## src/rtl/lb4_seq_ctrl.sv

```systemverilog
// -----------------------------------------------------------------------------
// lb4_seq_ctrl
//
// Sequencer for a chain of NSLICE cascaded 4-bit loadable up/down counter
// slices. A run loads a start value into the slices, then counts towards the
// terminal value (all-ones when counting up, all-zeros when counting down).
// Counting stops exactly on the terminal value, so the counter never wraps.
// A shadow copy of the expected count is kept so the slice readback (Q) and
// the top-slice carry/borrow (CO) can be checked.
//
// Ports
//   CK     in   1  clock, rising edge
//   CD     in   1  synchronous active-high reset, highest priority
//   START  in   1  start a run (only honoured in IDLE)
//   DIR    in   1  1 = up, 0 = down (captured with START)
//   LDVAL  in   W  start value (captured with START)
//   ABORT  in   1  stop a run in LOAD or RUN, no DONE pulse
//   SD     out  1  slices: 1 = parallel load, 0 = count
//   SP     out  1  slices: clock enable
//   CI     out  1  lowest slice carry/borrow in
//   CON    out  1  slices: 1 = up, 0 = down
//   D      out  W  slices: parallel load data
//   CO     in   1  carry/borrow out of the top slice
//   Q      in   W  counter readback
//   BUSY   out  1  run active (LOAD, RUN, DONE)
//   DONE   out  1  one-cycle completion pulse
//   ERR    out  1  sticky readback/carry mismatch, cleared at next LOAD
// -----------------------------------------------------------------------------
module lb4_seq_ctrl #(
   parameter int    NSLICE = 4,
   parameter string CHECK  = "ENABLED"
) (
   input  logic                CK,
   input  logic                CD,
   input  logic                START,
   input  logic                DIR,
   input  logic [4*NSLICE-1:0] LDVAL,
   input  logic                ABORT,
   output logic                SD,
   output logic                SP,
   output logic                CI,
   output logic                CON,
   output logic [4*NSLICE-1:0] D,
   input  logic                CO,
   input  logic [4*NSLICE-1:0] Q,
   output logic                BUSY,
   output logic                DONE,
   output logic                ERR
);

   localparam int             W           = 4 * NSLICE;
   localparam logic [W-1:0]   LP_ONE      = W'(1);
   localparam bit             LP_CHECK_EN = (CHECK == "ENABLED");

   typedef enum logic [1:0] {
      ST_IDLE,
      ST_LOAD,
      ST_RUN,
      ST_DONE
   } state_t;

   // Registered state and outputs
   state_t       r_state;
   logic         r_sd;
   logic         r_sp;
   logic         r_dir;     // drives both CI and CON
   logic [W-1:0] r_d;       // latched LDVAL, also the LOAD-time shadow source
   logic [W-1:0] r_s;       // shadow of the expected counter value
   logic         r_busy;
   logic         r_done;
   logic         r_err;
   logic         r_first;   // first RUN cycle: readback compare skipped

   // Next-state values
   state_t       w_state_nxt;
   logic         w_sd_nxt;
   logic         w_sp_nxt;
   logic         w_dir_nxt;
   logic [W-1:0] w_d_nxt;
   logic [W-1:0] w_s_nxt;
   logic         w_busy_nxt;
   logic         w_done_nxt;
   logic         w_err_nxt;
   logic         w_first_nxt;

   logic [W-1:0] w_term;
   logic [W-1:0] w_s_step;

   assign w_term   = r_dir ? {W{1'b1}} : {W{1'b0}};
   assign w_s_step = r_dir ? (r_s + LP_ONE) : (r_s - LP_ONE);

   // Every output is computed here for the cycle that follows the next edge
   // and then registered, so SD/SP only ever change on a clock edge.
   always_comb begin
      // NOTE: every signal gets a default before the case so no path can leave
      // one unassigned, which would otherwise infer a latch.
      w_state_nxt = r_state;
      w_sd_nxt    = 1'b0;
      w_sp_nxt    = 1'b0;
      w_dir_nxt   = r_dir;
      w_d_nxt     = r_d;
      w_s_nxt     = r_s;
      w_busy_nxt  = 1'b0;
      w_done_nxt  = 1'b0;
      w_err_nxt   = r_err;
      w_first_nxt = 1'b0;

      unique case (r_state)
         ST_IDLE: begin
            // ABORT is irrelevant here: START with ABORT still starts a run.
            if (START) begin
               w_state_nxt = ST_LOAD;
               w_dir_nxt   = DIR;
               w_d_nxt     = LDVAL;
               w_sd_nxt    = 1'b1;
               w_sp_nxt    = 1'b1;
               w_busy_nxt  = 1'b1;
               w_err_nxt   = 1'b0;
            end
         end

         ST_LOAD: begin
            // The slices take D on this edge; the shadow follows.
            w_s_nxt = r_d;
            if (ABORT) begin
               w_state_nxt = ST_IDLE;
            end else if (r_d == w_term) begin
               // Already at the terminal value: no counts to perform.
               w_state_nxt = ST_DONE;
               w_busy_nxt  = 1'b1;
               w_done_nxt  = 1'b1;
            end else begin
               w_state_nxt = ST_RUN;
               w_sp_nxt    = 1'b1;
               w_busy_nxt  = 1'b1;
               w_first_nxt = 1'b1;
            end
         end

         ST_RUN: begin
            if (LP_CHECK_EN && !r_first && (Q != r_s)) begin
               w_err_nxt = 1'b1;
            end
            // SP is high this cycle, so the slices step on this edge.
            w_s_nxt = w_s_step;
            if (ABORT) begin
               w_state_nxt = ST_IDLE;
            end else if (w_s_step == w_term) begin
               // Drop SP now so the counter parks on the terminal value.
               w_state_nxt = ST_DONE;
               w_busy_nxt  = 1'b1;
               w_done_nxt  = 1'b1;
            end else begin
               w_sp_nxt    = 1'b1;
               w_busy_nxt  = 1'b1;
            end
         end

         ST_DONE: begin
            // Up: carry out is 1 at all-ones. Down: borrow out is 0 at zero.
            if ((CO != r_dir) || (LP_CHECK_EN && (Q != r_s))) begin
               w_err_nxt = 1'b1;
            end
            w_state_nxt = ST_IDLE;
         end
      endcase
   end

   always_ff @(posedge CK) begin
      // NOTE: state is updated with non-blocking assignments so every register
      // samples the values from before the edge, independent of statement order.
      if (CD) begin
         r_state <= ST_IDLE;
         r_sd    <= 1'b0;
         r_sp    <= 1'b0;
         r_dir   <= 1'b0;
         r_d     <= '0;
         r_s     <= '0;
         r_busy  <= 1'b0;
         r_done  <= 1'b0;
         r_err   <= 1'b0;
         r_first <= 1'b0;
      end else begin
         r_state <= w_state_nxt;
         r_sd    <= w_sd_nxt;
         r_sp    <= w_sp_nxt;
         r_dir   <= w_dir_nxt;
         r_d     <= w_d_nxt;
         r_s     <= w_s_nxt;
         r_busy  <= w_busy_nxt;
         r_done  <= w_done_nxt;
         r_err   <= w_err_nxt;
         r_first <= w_first_nxt;
      end
   end

   assign SD   = r_sd;
   assign SP   = r_sp;
   assign CI   = r_dir;
   assign CON  = r_dir;
   assign D    = r_d;
   assign BUSY = r_busy;
   assign DONE = r_done;
   assign ERR  = r_err;

endmodule

```

## config.mk

```make
export PLATFORM = sky130hd
export DESIGN_NAME = lb4_seq_ctrl
export DESIGN_NICKNAME = d
export VERILOG_FILES = /design/src/rtl/lb4_seq_ctrl.sv
export SDC_FILE = /design/constraint.sdc
export NUM_CORES = 1
export LEC_CHECK = 0
export ABC_AREA = 1
export CORE_MARGIN = 3
export CORE_UTILIZATION = 50
export DETAILED_ROUTE_END_ITERATION = 7
export PLACE_DENSITY = 0.78
export SYNTH_ARGS = -nofsm -noshare
export SYNTH_HDL_FRONTEND = slang
export SYNTH_SLANG_ARGS = --single-unit
```

## constraint.sdc

```tcl
create_clock -name CK -period 3.5 [get_ports CK]
set_input_delay 0.7 -clock CK [delete_from_list [all_inputs] [get_ports CK]]
set_output_delay 0.7 -clock CK [all_outputs]
set_load 0.005 [all_outputs]
```

Word level (Yosys, flattened, before mapping)

Cells that the tools add are included.

Register bits after elaboration: 41
Memory bits (writable): 0
Memories: 0
Memory bits (read-only): 0
Bits in latches: 0
Bits of input ports: 38

Shifts and indexed selects: 0
Order comparisons: 0
Equal/unequal tests: 11
$add $sub $neg: 2
Bitwise gates (word level): 2
Multiply operators: 0
Divide/modulo/power cells: 0
Reduce and logical (&&, ||, !) cells: 12
Muxes and demuxes: 26

Operators with widths:

| operator                                           | number |
|---|---|
| == test 16 bit                                     | 2 |
| 2-to-1 mux 16 bit                                  | 2 |
| one-hot mux 16 bit (2 select lines)                | 1 |
| adder 16 x 1 -> 16 bit, second input constant      | 1 |
| inequality test 16 bit                             | 1 |
| subtractor 16 x 1 -> 16 bit, second input constant | 1 |
| 2-to-1 mux 1 bit                                   | 14 |
| 2-to-1 mux 2 bit                                   | 4 |
| one-hot mux 2 bit (4 select lines)                 | 1 |
| inequality test 2 bit, second input constant       | 3 |
| one-hot mux 1 bit (3 select lines)                 | 2 |
| OR reduction 2 bit                                 | 3 |
| == test 2 bit, second input constant               | 2 |
| one-hot mux 1 bit (2 select lines)                 | 2 |
| AND reduction 2 bit                                | 2 |
| AND reduction 4 bit                                | 1 |
| inequality test 3 bit, second input constant       | 1 |
| nonzero test 3 bit                                 | 1 |
| == test 2 x 1 -> 1 bit, second input constant      | 1 |
| logical NOT 2 bit                                  | 1 |
| inverter 1 bit                                     | 2 |
| nonzero test 2 bit                                 | 1 |
| logical AND 1 bit                                  | 1 |
| logical NOT 1 bit                                  | 1 |
| 2 further kinds                                    | 2 |

Logic depth before layout (Yosys ltp)

Depth in word-level cells: 6
Mapped depth: 21

Least setup slack after synthesis

OpenSTA, ideal clock, no wires.

Kind: reg-to-reg
Start point: reg r_dir, in the netlist CI
End point: reg r_state[0]
Stages on the path, launching flop included: 19
Path buffers: 1
Arrival time: 2.445 ns
Slack: 0.940 ns
Cells stage by stage: dfxtp_1 -> buf_2 -> inv_1 -> ha_1 -> or2_2 -> nand3_1 -> nand2_1 -> nand2_1 -> nand2_1 -> nor2_1 -> nand2_1 -> nor2_1 -> nand2_1 -> nand2_1 -> nand2_2 -> nand2_4 -> nand3_1 -> nand2_1 -> nor2_1

Longest elaborated chain between the ends: 5
Elaborated cells between the ends (all ways): 9
Classes of those cells: eq/ne: 3; mux: 5; reduce/logical: 1

Ends and longest elaborated chain:

| what                               | line | text |
|---|---|---|
| from (decl)                        | 66   | `logic r_dir;` |
| from (signal assigned)             | 187  | `r_dir <= w_dir_nxt;` |
| 2-to-1 mux 16 bit                  | 89   | `assign w_term = r_dir ? {W{1'b1}} : {W{1'b0}};` |
| == test 16 bit                     | 127  | `end else if (r_d == w_term) begin` |
| 2-to-1 mux 1 bit                   | 127  |  |
| 2-to-1 mux 2 bit                   | 125  | `if (ABORT) begin` |
| one-hot mux 2 bit (4 select lines) | 108  | `unique case (r_state)` |
| to (signal assigned)               | 184  | `r_state <= w_state_nxt;` |
| to (decl)                          | 63   | `state_t r_state;` |

Several ways; a longest one is shown, not always the timed one.
A chain may end at the register's enable or synchronous reset.

Worst setup path in the final report

Ends and elaborated chain as after synthesis.

==> results.md <==
- Unrepaired setup endpoints after global routing: no
- Synth cell types: 33
- Layout Skew: 0.00858 ns
- Post-synth top area share: 25.7%
- # diodes: 0
- Crit share post-route: a little over four fifths
- Outcome: finished clean
- TritonRoute pass-1 iters: 5
- Cells after Synth: 513
- Clock sink total: 41
- Die Ht: 85.9 um
- Predominant post-synthesis flop cell: dfxtp_1
- Total CTS buffers: 5
- Post-CTS sizing: 0
- GPL Wtd Cong: 0.962
- Slowest CP cell: dfxtp_1
- Net Sw Power: ~0.0014 W
- Final setup fails: 0
- Initial Util: 52.7%
- Final worst slack: between 0.5 and 0.6 ns
- # port buffers: 60
- Slew headroom: 49.1%
- Synth cell count leaders: 133 x nand2_1, 75 x inv_1, 51 x a21oi_1
- Initial antenna violation count: 0
- Postcts setup bufs: 0
- Die footprint: 7380 sq um
- Die W: 85.9 um
- Critical Path, Cell by Cell: inv_1 -> buf_4 -> ha_1 -> nand2_1 -> inv_1 -> a21oi_1 -> nand2_2 -> nand2_1 -> nand2_1 -> nand2_1 -> nand2_1 -> nor2_1 -> nand3_1 -> nand2_1 -> nand2_2 -> nand2_4 -> nand3_1 -> nand2_1 -> nor2_1
- Routed wire length: 8840 um
- Asr flop ratio synth: 0%
- Switching Share: 49.4%
- Initial DRC Count: 236
- Internal: about 0.0015 W
- Crit path DAT: 3.14 ns
- Syn Std Cell Area: 3190 sq um
- Ys Warns: 0
- Reg power frac: a little under a quarter
- Synth Area per Inst: a little over 6 sq um
- Largest net degree at the start of global routing: 27
- Place WS: 0.663 ns
- Maximum clock frequency: 339 MHz
- HP Class: flip-flop to flip-flop
- Final Util: 65.3%
- Max Root-Sink Buffers: 2
- Via density: between 5 and 6
- Crit path max fanout: 11
- Vias in the first global route: 3314
- Most frequent CP cell: nand2_1
- Flops & latches, synth: 41
- Area Growth Syn to Fin: 23.9%
- Top Ports: a little over 60
- Worst VDD drop: 0.000360 V
- Worst Path Required: 3.69 ns
- Total number of vias: 3510
- Max-cap violation count: 0
- CTS tree: done
- Setup TNS: 0 ns
- CP max stage delay: 0.60 ns
- Core Area: 6060 sq um
- First-pass GRT wire length: 14900 um
- PD cells: between 700 and 800 nW/um^2
- Max Transition Viols Final: 0
- CP endpoint kind: flip-flop
- Total global-route track usage: 24.7%
- Std-Cell Rows: 28
- Most common cell in the netlist: nand2_1
- Startpoint Class: flip-flop
- Combinational share of power: ~64%
- Post-synth EDFFs: 0
- Layout net count: 627
- Share of layout cells above drive strength 1: 4.75%
- Clock power share: between 10% and 20%
- H-tree Lvls: 2
- Syn_nets: approximately 570
- Clock Latency Late Sink: 0.29 ns
- DP HPWL: 7060 um
- Final hold vios: 0
- Clock transition at the registers of the reported paths: ~0.08 ns
- Synth top area cells: dfxtp_1 26%, nand2_1 16%, inv_1 8.8%
- Cell taking the most area after synthesis: dfxtp_1
- Tmin final: 2.95 ns
- # hold bufs at CTS: 0
- Setup CP Type: flip-flop to flip-flop
- DRC: 0
- Static Leakage: roughly 1.8 nW
- Grt ovf: 0
- Register area share after synthesis: between 20 and 30%
- Post-route ant nets: 0
- Routed length per instance: 13.7 um
- Root buf cell: clkbuf_8
- Worst slew pin tran: 0.763 ns
## power by group through the flow
stage	Sequential, W	Clock [W]	Combinational (W)
floorplan	0.000650	0	0.00135
detailed placement	0.000680	0	0.00181
CTS	0.000671	0.000370	0.00183
global placement	0.000677	0	0.00179
global route	0.000685	0.000391	0.00210
finish	0.000673	0.000363	0.00186
## layout by cell type (no fill, tap or decap), types with 6 or more instances in the layout
master and instances:
a21oi_1 51, clkdlybuf4s50_1 60, dfxtp_1 41, ha_1 19, inv_1 75, nand2_1 133, nand2_2 8, nand3_1 26
nand4_1 16, nor2_1 47, o21ai_0 28, xnor2_1 16, xor2_1 6
## logic make-up (layout without fill, tap and decap cells)
group,Yosys count,in the layout,share of synthesized area (%)
AND/OR/NAND/NOR,248,248,33.7
AO/OA/AOI/OAI,93,93,15.9
buffers and inverters,89,145,10.6
flip-flops,41,41,25.7
XOR/XNOR,22,22,6.03
adder cells (fa/ha/maj),20,20,8.07
## layer usage
layer / share of wire (%) / track usage (%) / up-vias
met5: 0 / 0 / -
met4: 3.3 / 9.50 / 0
met3: 7.1 / 3.07 / 26
met2: 45 / 41.3 / 151
met1: 44 / 32.3 / 1565
li1: - / - / 1768
## per-stage QoR
| step | hold slack [ns] | cell area, sq um | total power, W | std cells |
|---|---|---|---|---|
| 2_1_floorplan | 0.442 | 3190 | 0.00200 | 513 |
| 3_3_place_gp | 0.440 | 3850 | 0.00247 | 637 |
| 3_5_place_dp | 0.442 | 3850 | 0.00249 | 637 |
| 4_1_cts | 0.454 | 3960 | 0.00287 | 644 |
| 5_1_grt | 0.495 | 3960 | 0.00317 | 644 |
| 6_report | 0.448 | 3960 | 0.00289 | 644 |
## area by class of cell
cell class                      instances  area [sq um]
Clock inverter                          2          35.0
Timing Repair Buffer                   63           623
Tap cell                               75          93.8
Inverter                               75           282
Sequential cell                        41           821
Fill cell                             576          2100
Multi-Input combinational cell        383          2030
Clock buffer                            5          68.8
## state kept, by name, indices dropped and copies added (netlist names)
| register | flops |
|---|---|
| BUSY | 1 |
| CI | 1 |
| D | 16 |
| DONE | 1 |
| ERR | 1 |
| SD | 1 |
| SP | 1 |
| r_first | 1 |
| r_s | 16 |
| r_state | 2 |
## worst max-delay path: cells and delay by family, from the launching register on
| family | cells | cell delay [ns] |
|---|---|---|
| fa+ha+maj | 1 | 0.39 |
| simple gates | 14 | 1.28 |
| buf+inv | 3 | 0.39 |
| flops | 1 | 0.60 |
| compound gates | 1 | 0.18 |
## worst paths after layout
check,end,startpoint,cells after the start,slack [ns]
max,r_state[0],CI,19,0.55
min,ERR,ERR,2,0.45
max reg2reg,r_state[0],CI,19,0.55
min reg2reg,ERR,ERR,2,0.45
Note: power is estimated with default switching activity, not from simulation.
